<file path="src/rtl/data_bus_arbiter.sv">
// Round-robin arbiter sharing one data-memory port between two single-access
// requesters, with alignment check on grant and a no-ack watchdog.

// Per-requester response register: done/err pulse plus held read data.
module dba_rsp #(
   parameter int DATA_WIDTH = 32
) (
   input  logic                  clk,
   input  logic                  rst,
   input  logic                  fire,
   input  logic                  fail,
   input  logic [DATA_WIDTH-1:0] data,
   output logic                  done,
   output logic                  err,
   output logic [DATA_WIDTH-1:0] rdata
);
   always_ff @(posedge clk or posedge rst) begin
      if (rst) begin
         done  <= 1'b0;
         err   <= 1'b0;
         rdata <= '0;
      end else begin
         done <= fire;
         err  <= fire & fail;
         if (fire) rdata <= fail ? '0 : data;
      end
   end
endmodule

module data_bus_arbiter #(
   parameter int ADDR_WIDTH = 32,
   parameter int DATA_WIDTH = 32,
   parameter int TIMEOUT    = 16
) (
   input  logic                  clk,
   input  logic                  rst,
   input  logic                  m0_req,
   input  logic                  m0_we,
   input  logic [1:0]            m0_size,
   input  logic [ADDR_WIDTH-1:0] m0_addr,
   input  logic [DATA_WIDTH-1:0] m0_wdata,
   output logic [DATA_WIDTH-1:0] m0_rdata,
   output logic                  m0_done,
   output logic                  m0_err,
   input  logic                  m1_req,
   input  logic                  m1_we,
   input  logic [1:0]            m1_size,
   input  logic [ADDR_WIDTH-1:0] m1_addr,
   input  logic [DATA_WIDTH-1:0] m1_wdata,
   output logic [DATA_WIDTH-1:0] m1_rdata,
   output logic                  m1_done,
   output logic                  m1_err,
   output logic                  mem_req,
   output logic                  mem_we,
   output logic [1:0]            mem_size,
   output logic [ADDR_WIDTH-1:0] mem_addr,
   output logic [DATA_WIDTH-1:0] mem_wdata,
   input  logic                  mem_ack,
   input  logic [DATA_WIDTH-1:0] mem_rdata,
   output logic                  busy,
   output logic                  owner
);
   localparam int NREQ = 2;

   typedef struct packed {
      logic                  we;
      logic [1:0]            size;
      logic [ADDR_WIDTH-1:0] addr;
      logic [DATA_WIDTH-1:0] wdata;
   } req_t;

   typedef enum logic {S_IDLE, S_BUSY} state_t;

   req_t [NREQ-1:0]                 rq;
   logic [NREQ-1:0]                 req_v, done_v, err_v, avail, fire;
   logic [NREQ-1:0][DATA_WIDTH-1:0] rdata_v;

   state_t                  state, state_n;
   logic [7:0]              cnt, cnt_n;
   logic                    last_grant;
   logic                    gnt, win, load, fail;
   logic [DATA_WIDTH-1:0]   rsp_data;

   assign rq[0]  = '{we: m0_we, size: m0_size, addr: m0_addr, wdata: m0_wdata};
   assign rq[1]  = '{we: m1_we, size: m1_size, addr: m1_addr, wdata: m1_wdata};
   assign req_v  = {m1_req, m0_req};
   // A requester in its done cycle may still hold req; keep it out of the race.
   assign avail  = req_v & ~done_v;

   function automatic logic misaligned(input logic [1:0] size, input logic [1:0] a);
      case (size)
         2'b00:   return 1'b0;
         2'b01:   return a[0];
         2'b10:   return |a;
         default: return 1'b1;
      endcase
   endfunction

   always_comb begin
      state_n  = state;
      cnt_n    = cnt;
      gnt      = 1'b0;
      win      = last_grant;
      load     = 1'b0;
      fire     = '0;
      fail     = 1'b0;
      rsp_data = '0;
      case (state)
         S_IDLE: begin
            if (|avail) begin
               gnt = 1'b1;
               win = (avail == 2'b11) ? ~last_grant : avail[1];
               if (misaligned(rq[win].size, rq[win].addr[1:0])) begin
                  fire[win] = 1'b1;
                  fail      = 1'b1;
               end else begin
                  load    = 1'b1;
                  cnt_n   = '0;
                  state_n = S_BUSY;
               end
            end
         end
         S_BUSY: begin
            // Ack takes priority over the watchdog in the final cycle.
            if (mem_ack) begin
               fire[owner] = 1'b1;
               rsp_data    = mem_we ? '0 : mem_rdata;
               state_n     = S_IDLE;
            end else if (cnt == 8'(TIMEOUT - 1)) begin
               fire[owner] = 1'b1;
               fail        = 1'b1;
               state_n     = S_IDLE;
            end else begin
               cnt_n = cnt + 8'd1;
            end
         end
         default: state_n = S_IDLE;
      endcase
   end

   always_ff @(posedge clk or posedge rst) begin
      if (rst) begin
         state      <= S_IDLE;
         cnt        <= '0;
         last_grant <= 1'b1;
         owner      <= 1'b0;
         mem_we     <= 1'b0;
         mem_size   <= '0;
         mem_addr   <= '0;
         mem_wdata  <= '0;
      end else begin
         state <= state_n;
         cnt   <= cnt_n;
         if (gnt) last_grant <= win;
         if (load) begin
            owner     <= win;
            mem_we    <= rq[win].we;
            mem_size  <= rq[win].size;
            mem_addr  <= rq[win].addr;
            mem_wdata <= rq[win].wdata;
         end
      end
   end

   assign mem_req = (state == S_BUSY);
   assign busy    = (state == S_BUSY);

   for (genvar i = 0; i < NREQ; i++) begin : g_rsp
      dba_rsp #(.DATA_WIDTH(DATA_WIDTH)) u_rsp (
         .clk   (clk),
         .rst   (rst),
         .fire  (fire[i]),
         .fail  (fail),
         .data  (rsp_data),
         .done  (done_v[i]),
         .err   (err_v[i]),
         .rdata (rdata_v[i])
      );
   end

   assign m0_done  = done_v[0];
   assign m0_err   = err_v[0];
   assign m0_rdata = rdata_v[0];
   assign m1_done  = done_v[1];
   assign m1_err   = err_v[1];
   assign m1_rdata = rdata_v[1];
endmodule
</file>
<file path="config.mk">
export PLATFORM = sky130hd
export DESIGN_NAME = data_bus_arbiter
export DESIGN_NICKNAME = d
export VERILOG_FILES = /design/src/rtl/data_bus_arbiter.sv
export SDC_FILE = /design/constraint.sdc
export NUM_CORES = 1
export LEC_CHECK = 0
export ABC_AREA = 1
export CORE_UTILIZATION = 40
export DETAILED_ROUTE_END_ITERATION = 8
export PLACE_DENSITY = 0.84
export SYNTH_ARGS = -nofsm -noshare
export SYNTH_HDL_FRONTEND = slang
export SYNTH_SLANG_ARGS = --single-unit
</file>
<file path="constraint.sdc">
create_clock -name clk -period 13.7 [get_ports clk]
set_input_delay 3.425 -clock clk [delete_from_list [all_inputs] [get_ports clk]]
set_output_delay 3.425 -clock clk [all_outputs]
set_load 0.01 [all_outputs]
</file>
==> results.md <==
* Final setup viols at 0
* Final worst setup slack at 8.19 ns
* Worst path max stage delay at 0.75 ns
* Tot GR Track Use at 25.1%
* Fillers at 1495
* CP top delay family: simple AND/OR/NAND/NOR gates
* RSZ-0062 raised after global routing: false
* Synth Warn # at 0
* Clock Tree Root: clkbuf_16
* Drt drc at 0
* Worst slew pin tran at 0.979 ns
* Worst-path clk slew at 0.06 ns
* I/O pin count at 309
* F_max at 0.181 GHz
* CP Max Fanout at 34
* Critical-path cell list: clkdlybuf4s50_1 > o21ai_0 > nand2_1 > nand4_2 > nand2_4 > nand2_1 > nand2_1
* Gate count of the mapped netlist at 981
* Cell variety after synth at 28
* Buf/Inv on CP at 1
* Slew Viols, Final at 0
* Worst min-delay path class: register to register
* Final hold slack at 0.475 ns
* Post-route ant nets at 0
* Most frequent cells in the layout: 506 x nand2_1, 308 x clkdlybuf4s50_1, 145 x dfrtp_1
* Setup TNS at 0 ns
* Critical Path Start Type: input port
* Req. time, crit path at 14.05 ns
* Synth-to-Final Area Change at 51.7%
* #FFs+latches synth at 146
* Worst Path Arrival at 5.86 ns
* Compound-Gate Fraction of Synth Area at 0.573%
* Post-DP HPWL at 16200 um
* Largest net degree at the start of global routing at 93
* Die width at 136 um
* Final Hold Vio Count at 0
* Crit path capture type: register
* H-tree Lvls at 4
* # hold bufs at CTS at 0
* Avg Cell Area, Syn at 7.34 um2
* Status: completed
* Clk buf depth at 2
* Min Tclk post-route at 5.51 ns
* Die Y at 136 um
* Mux contribution to synthesized area at 0%
* CP max-delay cell: nand4_2
* Final Cycle Share at 40.2%
* Routed vias/inst at 4.95
* Clk_lat worst skew at 0.42 ns
* WS Path Type: input port to register
* Post-DR wirelength/cell at 15.7 um
* Setup Buffers After CTS at 0
* Die area at 18500 um2
* Cell area after layout at 10900 um2
* Total Power at 2.24 mW
* DR top layer: met4
* Via count at 7405
* Power Density at 205 nW/um2
* IO buf count at 308
* Placed Cells at 1462
* Placer congestion estimate at 0.840
* Core Rows at 48
* Effective utilization at floorplan at 41.4%
* Post-Synth Simple-Gate Area at 40.5%
* Routed WL at 23500 um
* CP most frequent cell: nand2_1
* Most common cell after layout, fill and taps aside: nand2_1
* Max-Cap Viols at 0
* First-pass GRT wire length at 35700 um
* Pre-antenna DRT Iters at 5
* Routed length on met2 at 11700 um
* Gr ovfl total at 0
* Initial antenna violation count at 1
* Met3 wire len at 1620 um
* CTS buffer count at 17
* Final Util at 62.7%
* Layout cells sized above 1 at 4.41%
* Clock sink count at 146
* Cts repair resizes at 0
* Post-synthesis adder-cell area fraction at 0.174%
* Xor/xnor cell area share of the yosys netlist at 0.365%
* Synth Net Count at 1153
* 1st-iter DRT viols at 400
* Largest family of logic cells by synthesized area: simple AND/OR/NAND/NOR gates
* Met1 wire length at 9120 um
* Lkg Pwr at 5.67 nW
* Peak supply drop at 0.158 mV
* Clock Skew at 0.0104 ns
* Nets at 1428
* Pre-CTS setup slack at 7.74 ns
* Final Instance Count excl. Fillers at 1495
* Synthesized area at 7200 um2
* Placement Cell Area at 10300 um2
* Rel. slew slack at 34.6%
* Sequential cell area at 3650 um2
* Seq/Total Area, Yosys at 50.7%
* Core area at 17400 um2
* CTS tree: yes
* Multi-input logic area at 3010 um2
* Vias in the first global route at 6993
==> power by group <==
group,switching [mW],total [mW],internal [mW]
logic,0.593,1.06,0.463
registers,0.0951,0.688,0.592
clock network,0.190,0.499,0.308
==> worst paths after layout <==
kind                               from                  endpoint  slack [ns]  depth (start not counted)
max                          m0_size[0]   g_rsp[0].u_rsp.rdata[4]        8.19                          7
min                        mem_addr[19]              mem_addr[19]        0.48                          2
max reg2reg                        busy   g_rsp[0].u_rsp.rdata[4]       11.13                          5
min reg2reg                mem_addr[19]              mem_addr[19]        0.48                          2
max in group asynchronous           rst  g_rsp[0].u_rsp.rdata[19]        8.88                          3
min in group asynchronous           rst  g_rsp[0].u_rsp.rdata[20]        3.56                          2
==> cell families after synthesis <==
group / after synthesis
AO/OA/AOI/OAI: 7
flip-flops: 146
adder cells (fa/ha/maj): 1
AND/OR/NAND/NOR: 712
XOR/XNOR: 3
buffers and inverters: 112
==> synth_stat cells <==
library cell | number | area, um2
buf_1 | 3 | 11.3
buf_2 | 35 | 175
buf_4 | 10 | 75.1
buf_6 | 6 | 67.6
clkbuf_1 | 6 | 22.5
dfrtp_1 | 145 | 3630
dfstp_2 | 1 | 26.3
ha_1 | 1 | 12.5
inv_1 | 50 | 188
inv_2 | 2 | 7.51
nand2_1 | 507 | 1900
nand2_2 | 5 | 31.3
nand2_4 | 2 | 22.5
nand3_1 | 144 | 721
nand3_2 | 1 | 10.0
nand3b_1 | 1 | 7.51
nand4_1 | 2 | 12.5
nand4_2 | 1 | 12.5
nor2_1 | 45 | 169
nor2_2 | 1 | 6.26
nor2_4 | 1 | 11.3
nor3b_1 | 1 | 7.51
o21ai_0 | 5 | 25.0
o21ai_2 | 1 | 8.76
o21bai_1 | 1 | 7.51
or2_1 | 1 | 6.26
xnor2_1 | 2 | 17.5
xor2_1 | 1 | 8.76
==> layer usage <==
layer | track usage [%] | vias to the layer above
li1 | - | 3583
met1 | 29.2 | 3435
met2 | 42.6 | 320
met3 | 5.93 | 67
met4 | 13.5 | 0
met5 | 0 | -
==> cell type report <==
class / count / share of cell area [%]
Sequential cell: 146 / 33.5
Timing Repair Buffer: 316 / 28.8
Multi-Input combinational cell: 723 / 27.6
Clock buffer: 18 / 3.93
Tap cell: 225 / 2.58
Clock inverter: 14 / 1.87
Inverter: 52 / 1.83
Antenna cell: 1 / 0.0229
==> tightest hold or removal path, cell delays in order, from the launching register on <==
cell and delay, ns:
dfrtp_1 0.34, nand2_1 0.05, nand2_1 0.05
==> state kept, by name, summed over array words and instances, names as in the netlist <==
register           flops
busy                   1
cnt                    8
g_rsp.u_rsp.done       2
g_rsp.u_rsp.err        2
g_rsp.u_rsp.rdata     64
last_grant             1
mem_addr              32
mem_size               2
mem_wdata             32
mem_we                 1
owner                  1
Power figures use the tool's default switching activity.
